`src/rtl/instr_pack.sv`:
```
// Shared definitions for the 9-bit CPU control path.
//   seq_state_t    : sequencer state encoding (IDLE, RUN, HALT, FAULT)
//   SUB_BASE_DEF   : default address of subroutine 0
//   SUB_STRIDE_DEF : default spacing between subroutine entry points
//   JSR_IDX_W      : width of the jtsr subroutine index
package instr_pack;

   typedef enum logic [1:0] {
      IDLE  = 2'd0,
      RUN   = 2'd1,
      HALT  = 2'd2,
      FAULT = 2'd3
   } seq_state_t;

   localparam int SUB_BASE_DEF   = 100;
   localparam int SUB_STRIDE_DEF = 16;
   localparam int JSR_IDX_W      = 4;

endpackage

```
`src/rtl/ret_stack.sv`:
```
// Hardware return-address stack (LIFO), DEPTH entries of W bits.
// The pointer is circular: a push when full overwrites the oldest entry
// and the count saturates at DEPTH; a pop when empty still reads the
// entry at the wrapped pointer and the count stays at 0.
// Ports:
//   clk, reset : clock, synchronous active-high reset
//   clr        : synchronous clear of pointer and count
//   push, pop  : stack operations (pop wins if both are asserted)
//   din        : address to push
//   top        : entry a pop would return (combinational)
//   count      : occupancy, 0..DEPTH
//   full/empty : occupancy flags
module ret_stack
   import instr_pack::*;
#(
   parameter int DEPTH = 4,
   parameter int W     = 10
) (
   input  logic                     clk,
   input  logic                     reset,
   input  logic                     clr,
   input  logic                     push,
   input  logic                     pop,
   input  logic [W-1:0]             din,
   output logic [W-1:0]             top,
   output logic [$clog2(DEPTH):0]   count,
   output logic                     full,
   output logic                     empty
);

   localparam int PTR_W = $clog2(DEPTH);
   localparam int CNT_W = PTR_W + 1;

   logic [W-1:0]     mem [DEPTH];
   logic [PTR_W-1:0] ptr;
   logic [PTR_W-1:0] ptr_dec;

   assign ptr_dec = ptr - PTR_W'(1);
   assign top     = mem[ptr_dec];
   assign full    = (count == CNT_W'(DEPTH));
   assign empty   = (count == '0);

   always_ff @(posedge clk) begin
      if (reset || clr) begin
         ptr   <= '0;
         count <= '0;
      end else if (pop) begin
         ptr <= ptr_dec;
         if (!empty) count <= count - CNT_W'(1);
      end else if (push) begin
         ptr <= ptr + PTR_W'(1);
         if (!full) count <= count + CNT_W'(1);
      end
   end

   always_ff @(posedge clk) begin
      if (reset) begin
         for (int i = 0; i < DEPTH; i++) mem[i] <= '0;
      end else if (push && !pop && !clr) begin
         mem[ptr] <= din;
      end
   end

endmodule

```
`src/rtl/pc_sequencer.sv`:
```
// Program-counter sequencer for the 9-bit CPU. Owns the PC feeding the
// combinational instruction memory and picks the next PC each cycle from
// decoded control (halt > ret > jsr > branch > increment). Subroutine
// return addresses live in a ret_stack instance so calls may nest.
// Optional macro PC_SEQ_STACK_CHECK_EN: stack overflow/underflow moves the
// sequencer to a sticky FAULT state instead of wrapping circularly.
// Ports:
//   clk, reset            : clock, synchronous active-high reset
//   start                 : begin execution at PC 0 (from IDLE/HALT/FAULT)
//   stall                 : hold everything this cycle
//   br_take, br_target    : taken bnzr and its 8-bit target
//   jsr, jsr_idx          : jtsr and subroutine index
//   ret                   : rfsr
//   halt_req              : done instruction
//   pc                    : current instruction address
//   running, done, fault  : state is RUN / HALT / FAULT
//   sp                    : return-stack occupancy
//
// state | meaning
// IDLE  | after reset, waiting for start
// RUN   | fetching/sequencing instructions
// HALT  | done executed, pc parked on it
// FAULT | stack over/underflow (checked build only), pc parked
module pc_sequencer
   import instr_pack::*;
#(
   parameter int PC_W       = 10,
   parameter int DEPTH      = 4,
   parameter int SUB_BASE   = SUB_BASE_DEF,
   parameter int SUB_STRIDE = SUB_STRIDE_DEF
) (
   input  logic                   clk,
   input  logic                   reset,
   input  logic                   start,
   input  logic                   stall,
   input  logic                   br_take,
   input  logic [7:0]             br_target,
   input  logic                   jsr,
   input  logic [JSR_IDX_W-1:0]   jsr_idx,
   input  logic                   ret,
   input  logic                   halt_req,
   output logic [PC_W-1:0]        pc,
   output logic                   running,
   output logic                   done,
   output logic                   fault,
   output logic [$clog2(DEPTH):0] sp
);

   localparam logic [1:0] S_IDLE  = IDLE;
   localparam logic [1:0] S_RUN   = RUN;
   localparam logic [1:0] S_HALT  = HALT;
   localparam logic [1:0] S_FAULT = FAULT;

   logic [1:0]      state, state_nxt;
   logic [PC_W-1:0] pc_nxt, pc_inc, sub_addr, br_addr, stk_top;
   logic            stk_push, stk_pop, stk_clr, stk_full, stk_empty;

   assign pc_inc   = pc + PC_W'(1);
   assign sub_addr = PC_W'(SUB_BASE) + PC_W'(jsr_idx) * PC_W'(SUB_STRIDE);
   assign br_addr  = {{(PC_W-8){1'b0}}, br_target};

   always_comb begin
      state_nxt = state;
      pc_nxt    = pc;
      stk_push  = 1'b0;
      stk_pop   = 1'b0;
      stk_clr   = 1'b0;
      case (state)
         S_RUN: begin
            if (!stall) begin
               if (halt_req) begin
                  state_nxt = S_HALT;
               end else if (ret) begin
`ifdef PC_SEQ_STACK_CHECK_EN
                  if (stk_empty) begin
                     state_nxt = S_FAULT;
                  end else
`endif
                  begin
                     stk_pop = 1'b1;
                     pc_nxt  = stk_top;
                  end
               end else if (jsr) begin
`ifdef PC_SEQ_STACK_CHECK_EN
                  if (stk_full) begin
                     state_nxt = S_FAULT;
                  end else
`endif
                  begin
                     stk_push = 1'b1;
                     pc_nxt   = sub_addr;
                  end
               end else if (br_take) begin
                  pc_nxt = br_addr;
               end else begin
                  pc_nxt = pc_inc;
               end
            end
         end
         // IDLE, HALT and FAULT only respond to start
         default: begin
            if (start) begin
               state_nxt = S_RUN;
               pc_nxt    = '0;
               stk_clr   = 1'b1;
            end
         end
      endcase
   end

   always_ff @(posedge clk) begin
      if (reset) begin
         state <= S_IDLE;
         pc    <= '0;
      end else begin
         state <= state_nxt;
         pc    <= pc_nxt;
      end
   end

   ret_stack #(
      .DEPTH (DEPTH),
      .W     (PC_W)
   ) u_ret_stack (
      .clk   (clk),
      .reset (reset),
      .clr   (stk_clr),
      .push  (stk_push),
      .pop   (stk_pop),
      .din   (pc_inc),
      .top   (stk_top),
      .count (sp),
      .full  (stk_full),
      .empty (stk_empty)
   );

   assign running = (state == S_RUN);
   assign done    = (state == S_HALT);

`ifdef PC_SEQ_STACK_CHECK_EN
   assign fault = (state == S_FAULT);
`else
   assign fault = 1'b0;
   // flags only matter to the checked build
   logic unused_flags;
   assign unused_flags = stk_full ^ stk_empty;
`endif

endmodule

```
`config.mk`:
```
export PLATFORM = sky130hd
export DESIGN_NAME = pc_sequencer
export DESIGN_NICKNAME = d
export VERILOG_FILES = /design/src/rtl/instr_pack.sv /design/src/rtl/ret_stack.sv /design/src/rtl/pc_sequencer.sv
export SDC_FILE = /design/constraint.sdc
export NUM_CORES = 1
export LEC_CHECK = 0
export BUFFER_PORTS_ARGS = -buffer_cell sky130_fd_sc_hd__clkbuf_2
export CAP_MARGIN = 10
export CELL_PAD_IN_SITES_DETAIL_PLACEMENT = 1
export CELL_PAD_IN_SITES_GLOBAL_PLACEMENT = 1
export CORE_MARGIN = 10
export CORE_UTILIZATION = 35
export CTS_BUF_LIST = sky130_fd_sc_hd__clkbuf_16
export CTS_CLUSTER_DIAMETER = 200
export DETAILED_ROUTE_END_ITERATION = 7
export MAX_ROUTING_LAYER = met4
export PLACE_DENSITY = 0.62
export SYNTH_ARGS = -nofsm -noshare
export SYNTH_HDL_FRONTEND = slang
export SYNTH_SLANG_ARGS = --single-unit
```
`constraint.sdc`:
```
create_clock -name clk -period 2.5 [get_ports clk]
set_input_delay 0 -clock clk [delete_from_list [all_inputs] [get_ports clk]]
set_output_delay 0 -clock clk [all_outputs]
set_load 0.02 [all_outputs]
```
==> results.rst <==
.. list-table::
   :header-rows: 1

   * - Metric
     - Value
   * - Post-cts gate resize count
     - 0
   * - PwrDens
     - 717 nW/um2
   * - Switching fraction of total power
     - a little over a fifth
   * - Sinks on Clock Net
     - 57
   * - Clock latency at the later pin of the worst-skew pair
     - 330 ps
   * - Type of the most critical hold path
     - in2reg
   * - Core footprint
     - 8260 um2
   * - Worst hold path endpoint
     - state[1]
   * - Drt initial violations
     - approximately 120
   * - Commonest register cell after synthesis
     - sky130_fd_sc_hd__edfxtp_1
   * - Fraction of the cycle the final worst path needs
     - 92.0%
   * - GR Overflow Total
     - 0
   * - Fmax
     - approximately 430 MHz
   * - Number of hold-slack violations in the final timing report
     - 0
   * - CTS root buffer
     - sky130_fd_sc_hd__clkbuf_16
   * - Total via count in the routed design
     - ~2,300
   * - Number of nets in the synthesized netlist
     - 290
   * - Fraction of layout instances using a drive strength above 1
     - 26.3%
   * - Number of flip-flops and latches in the synthesized netlist
     - 57
   * - Post-Route Skew
     - just over 10 ps
   * - Type of the worst setup path
     - reg2reg
   * - Number of antenna violations at the first check in global routing
     - 0
   * - Global-route total usage across every layer
     - 14.7%
   * - Antenna diode count
     - 0
   * - Mapped Cells
     - 267
   * - Clock-pin slew on the worst setup and hold paths
     - 50 ps
   * - Leakage
     - between 1 and 1.5 nW
   * - Arrival time of the worst setup path
     - around 2500 ps
   * - Proportion of synthesized chip area in sequential cells
     - 51.9%
   * - Level count of the clock H-tree
     - 3
   * - Number of nets with antenna violations after detailed routing
     - 0
   * - Worst Min Path Start
     - stall
   * - Via/cell ratio
     - 5.47
   * - Endpoint of the lowest-slack register-to-register path
     - u_ret_stack.count[2]
   * - Setup slack of the worst register-to-register path
     - 200 ps
   * - Final design area excluding fillers
     - 3660 um2
   * - Proportion of power drawn by the clock network
     - a little over half
   * - Max-slew headroom at the worst pin
     - 50.1%
   * - Crit. End Element
     - register
   * - Max capacitance violation total
     - 0
   * - Number of buffers added on ports
     - 34
   * - Final-layout worst hold slack
     - 32.0 ps
   * - Area overhead of the layout relative to synthesis
     - 23.1%
   * - Starting Density
     - 36.0%
   * - Transition time at the pin with the least slew margin
     - 749 ps
   * - Final setup TNS
     - 0 ps
   * - Die extent in y
     - between 100 and 150 um
   * - Async set-reset flop share out of synthesis
     - 0%
   * - Depth of the worst register-to-register path
     - 7
   * - Number of cells on the worst hold path
     - 3
   * - Most common library cell in the layout ignoring fill and taps
     - sky130_fd_sc_hd__edfxtp_1
   * - Gate power share
     - 6.7%
   * - Die area
     - ~13,000 um2
   * - Number of nets in the layout
     - roughly 330
   * - Gpl congestion
     - 0.846
   * - Number of buffers inserted to repair setup after CTS
     - 0
   * - Std-Cell Rows
     - 33
   * - Net Switching
     - 0.557 mW
   * - Number of buffers added by the clock tree synthesis step
     - 9
   * - Worst supply voltage drop on vdd
     - 0.323 mV
   * - Total routed wirelength
     - 8740 um
   * - Setup repair after global routing missed its margin
     - false
   * - Synth Area per Inst
     - 11.1 um2
   * - EDFF count, synth
     - 40
   * - Detailed-routing iteration count for the pre-antenna-repair pass
     - 4
   * - Remaining design rule violation count
     - 0
   * - Run status
     - complete, no violations
   * - Register share of total power
     - 40.0%
   * - Worst Path Required
     - 2710 ps
   * - Final setup violation count
     - 0
   * - Worst r2r src
     - state[1]
   * - Boundary pin count
     - 36
   * - Critical path startpoint category
     - register
   * - Peak fanout along the critical path
     - 5
   * - Area of the mapped netlist
     - 2970 um2
   * - Post-CTS Hold Buffers
     - 2
   * - Highest-count cells in the layout ignoring fill and taps
     - sky130_fd_sc_hd__edfxtp_1, sky130_fd_sc_hd__nor2_1, sky130_fd_sc_hd__clkbuf_2
   * - Average wire per cell in the routed design
     - 20.8 um
   * - Horizontal die dimension
     - about 110 um
   * - Max Buffers Root-to-Sink
     - 2
   * - First-pass GRT wire length
     - 14,200 um
   * - Distinct cell type count of the synthesized netlist
     - 54
   * - Synth warn
     - 0
   * - Time the final worst path needs with I/O delays and setup
     - between 2000 and 2500 ps
   * - Via count of the first global-routing pass
     - 2,472
   * - Half-perimeter wire length of the detailed placement result
     - 6180 um
   * - Overall power
     - 2.62 mW
   * - Internal power summed over all cells
     - 2.07 mW
   * - Maximum number of pins on one net before global-route repair
     - 19
   * - Placed inst area
     - around 3300 um2
   * - Count of final max-slew check failures
     - 0
   * - TritonCTS clock tree
     - yes
[power groups by stage]
stage	sequential, mW	combinational [mW]	clock [mW]
finish	1.05	0.175	1.40
global route	1.05	0.194	1.46
CTS	1.05	0.178	1.41
detailed placement	1.07	0.173	0
global placement	1.07	0.170	0
floorplan	1.07	0.104	0
[synth_stat cells (3+ instances only)]
master	number	share of area (%)
sky130_fd_sc_hd__nand4_1	4	0.84
sky130_fd_sc_hd__dfxtp_1	17	11
sky130_fd_sc_hd__edfxtp_1	40	40
sky130_fd_sc_hd__and3_1	3	0.63
sky130_fd_sc_hd__xor2_1	8	2.4
sky130_fd_sc_hd__inv_1	15	1.9
sky130_fd_sc_hd__nor2_1	38	4.8
sky130_fd_sc_hd__nor3_1	19	3.2
sky130_fd_sc_hd__clkbuf_1	12	1.5
sky130_fd_sc_hd__a22oi_1	4	1.0
sky130_fd_sc_hd__mux4_2	10	7.6
sky130_fd_sc_hd__a21oi_1	8	1.3
sky130_fd_sc_hd__nand2b_1	10	2.1
sky130_fd_sc_hd__a211oi_1	3	0.76
sky130_fd_sc_hd__nor4b_1	3	0.88
sky130_fd_sc_hd__o21ai_0	7	1.2
sky130_fd_sc_hd__buf_2	3	0.51
sky130_fd_sc_hd__xnor2_1	4	1.2
sky130_fd_sc_hd__nand3_1	4	0.67
sky130_fd_sc_hd__nand2_1	8	1.0
[worst max path at each step]
stage,from,end,slack (ps)
2_1_floorplan,state[1],u_ret_stack.count[2],40
3_3_place_gp,state[1],u_ret_stack.count[2],250
3_5_place_dp,state[1],u_ret_stack.count[2],200
4_1_cts,state[1],u_ret_stack.count[2],190
5_1_grt,state[1],u_ret_stack.count[2],100
6_report,state[1],u_ret_stack.count[2],200
[layout make-up]
| cell class | instances | area (um2) |
|---|---|---|
| well taps | 105 | 131 |
| flip-flops and latches | 57 | 1540 |
| multi-input cells | 178 | 1300 |
| repair buffers | 50 | 295 |
| clock buffers | 9 | 225 |
| fillers | 918 | 4600 |
| inverters | 15 | 56.3 |
| clock inverters | 7 | 111 |
[metal layers]
metal  wire [um]  part of all wire [%]  vias up  GRT usage (%)
li1            -                     -     1081              -
met1        4010                    46     1150           18.4
met2        4070                    47       58           21.7
met3         456                   5.2       15           4.26
met4         199                   2.3        0           6.51
met5           0                     0        -              -
[flip-flops by register name, indices dropped and copies added, names as in the netlist]
name,count
u_ret_stack.count,3
u_ret_stack.mem,40
pc,10
u_ret_stack.ptr,2
state,2
[kinds of logic after synthesis]
group           synth area share (%)
compound gates                  11.8
xor+xnor                        3.54
fa+ha+maj                       1.52
buf+inv                         4.55
flops                           51.9
mux                             8.76
other cells                    0.126
simple gates                    17.8
[worst max-delay path, stage by stage (launching register included)]
cell	delay, ps
sky130_fd_sc_hd__dfxtp_1	340
sky130_fd_sc_hd__or4b_4	550
sky130_fd_sc_hd__nor2_2	120
sky130_fd_sc_hd__inv_1	60
sky130_fd_sc_hd__fa_1	370
sky130_fd_sc_hd__or3_1	370
sky130_fd_sc_hd__nand3_2	90
sky130_fd_sc_hd__mux2_4	290
[through the flow]
step | cells | setup WS, ps | util (%)
3_5_place_dp | 403 | 202 | 40.0
6_report | 421 | 201 | 44.3
5_1_grt | 421 | 99.8 | 44.3
4_1_cts | 421 | 191 | 44.3
3_3_place_gp | 403 | 252 | 40.0
2_1_floorplan | 267 | 40.2 | -
Power figures use the tool's default switching activity.
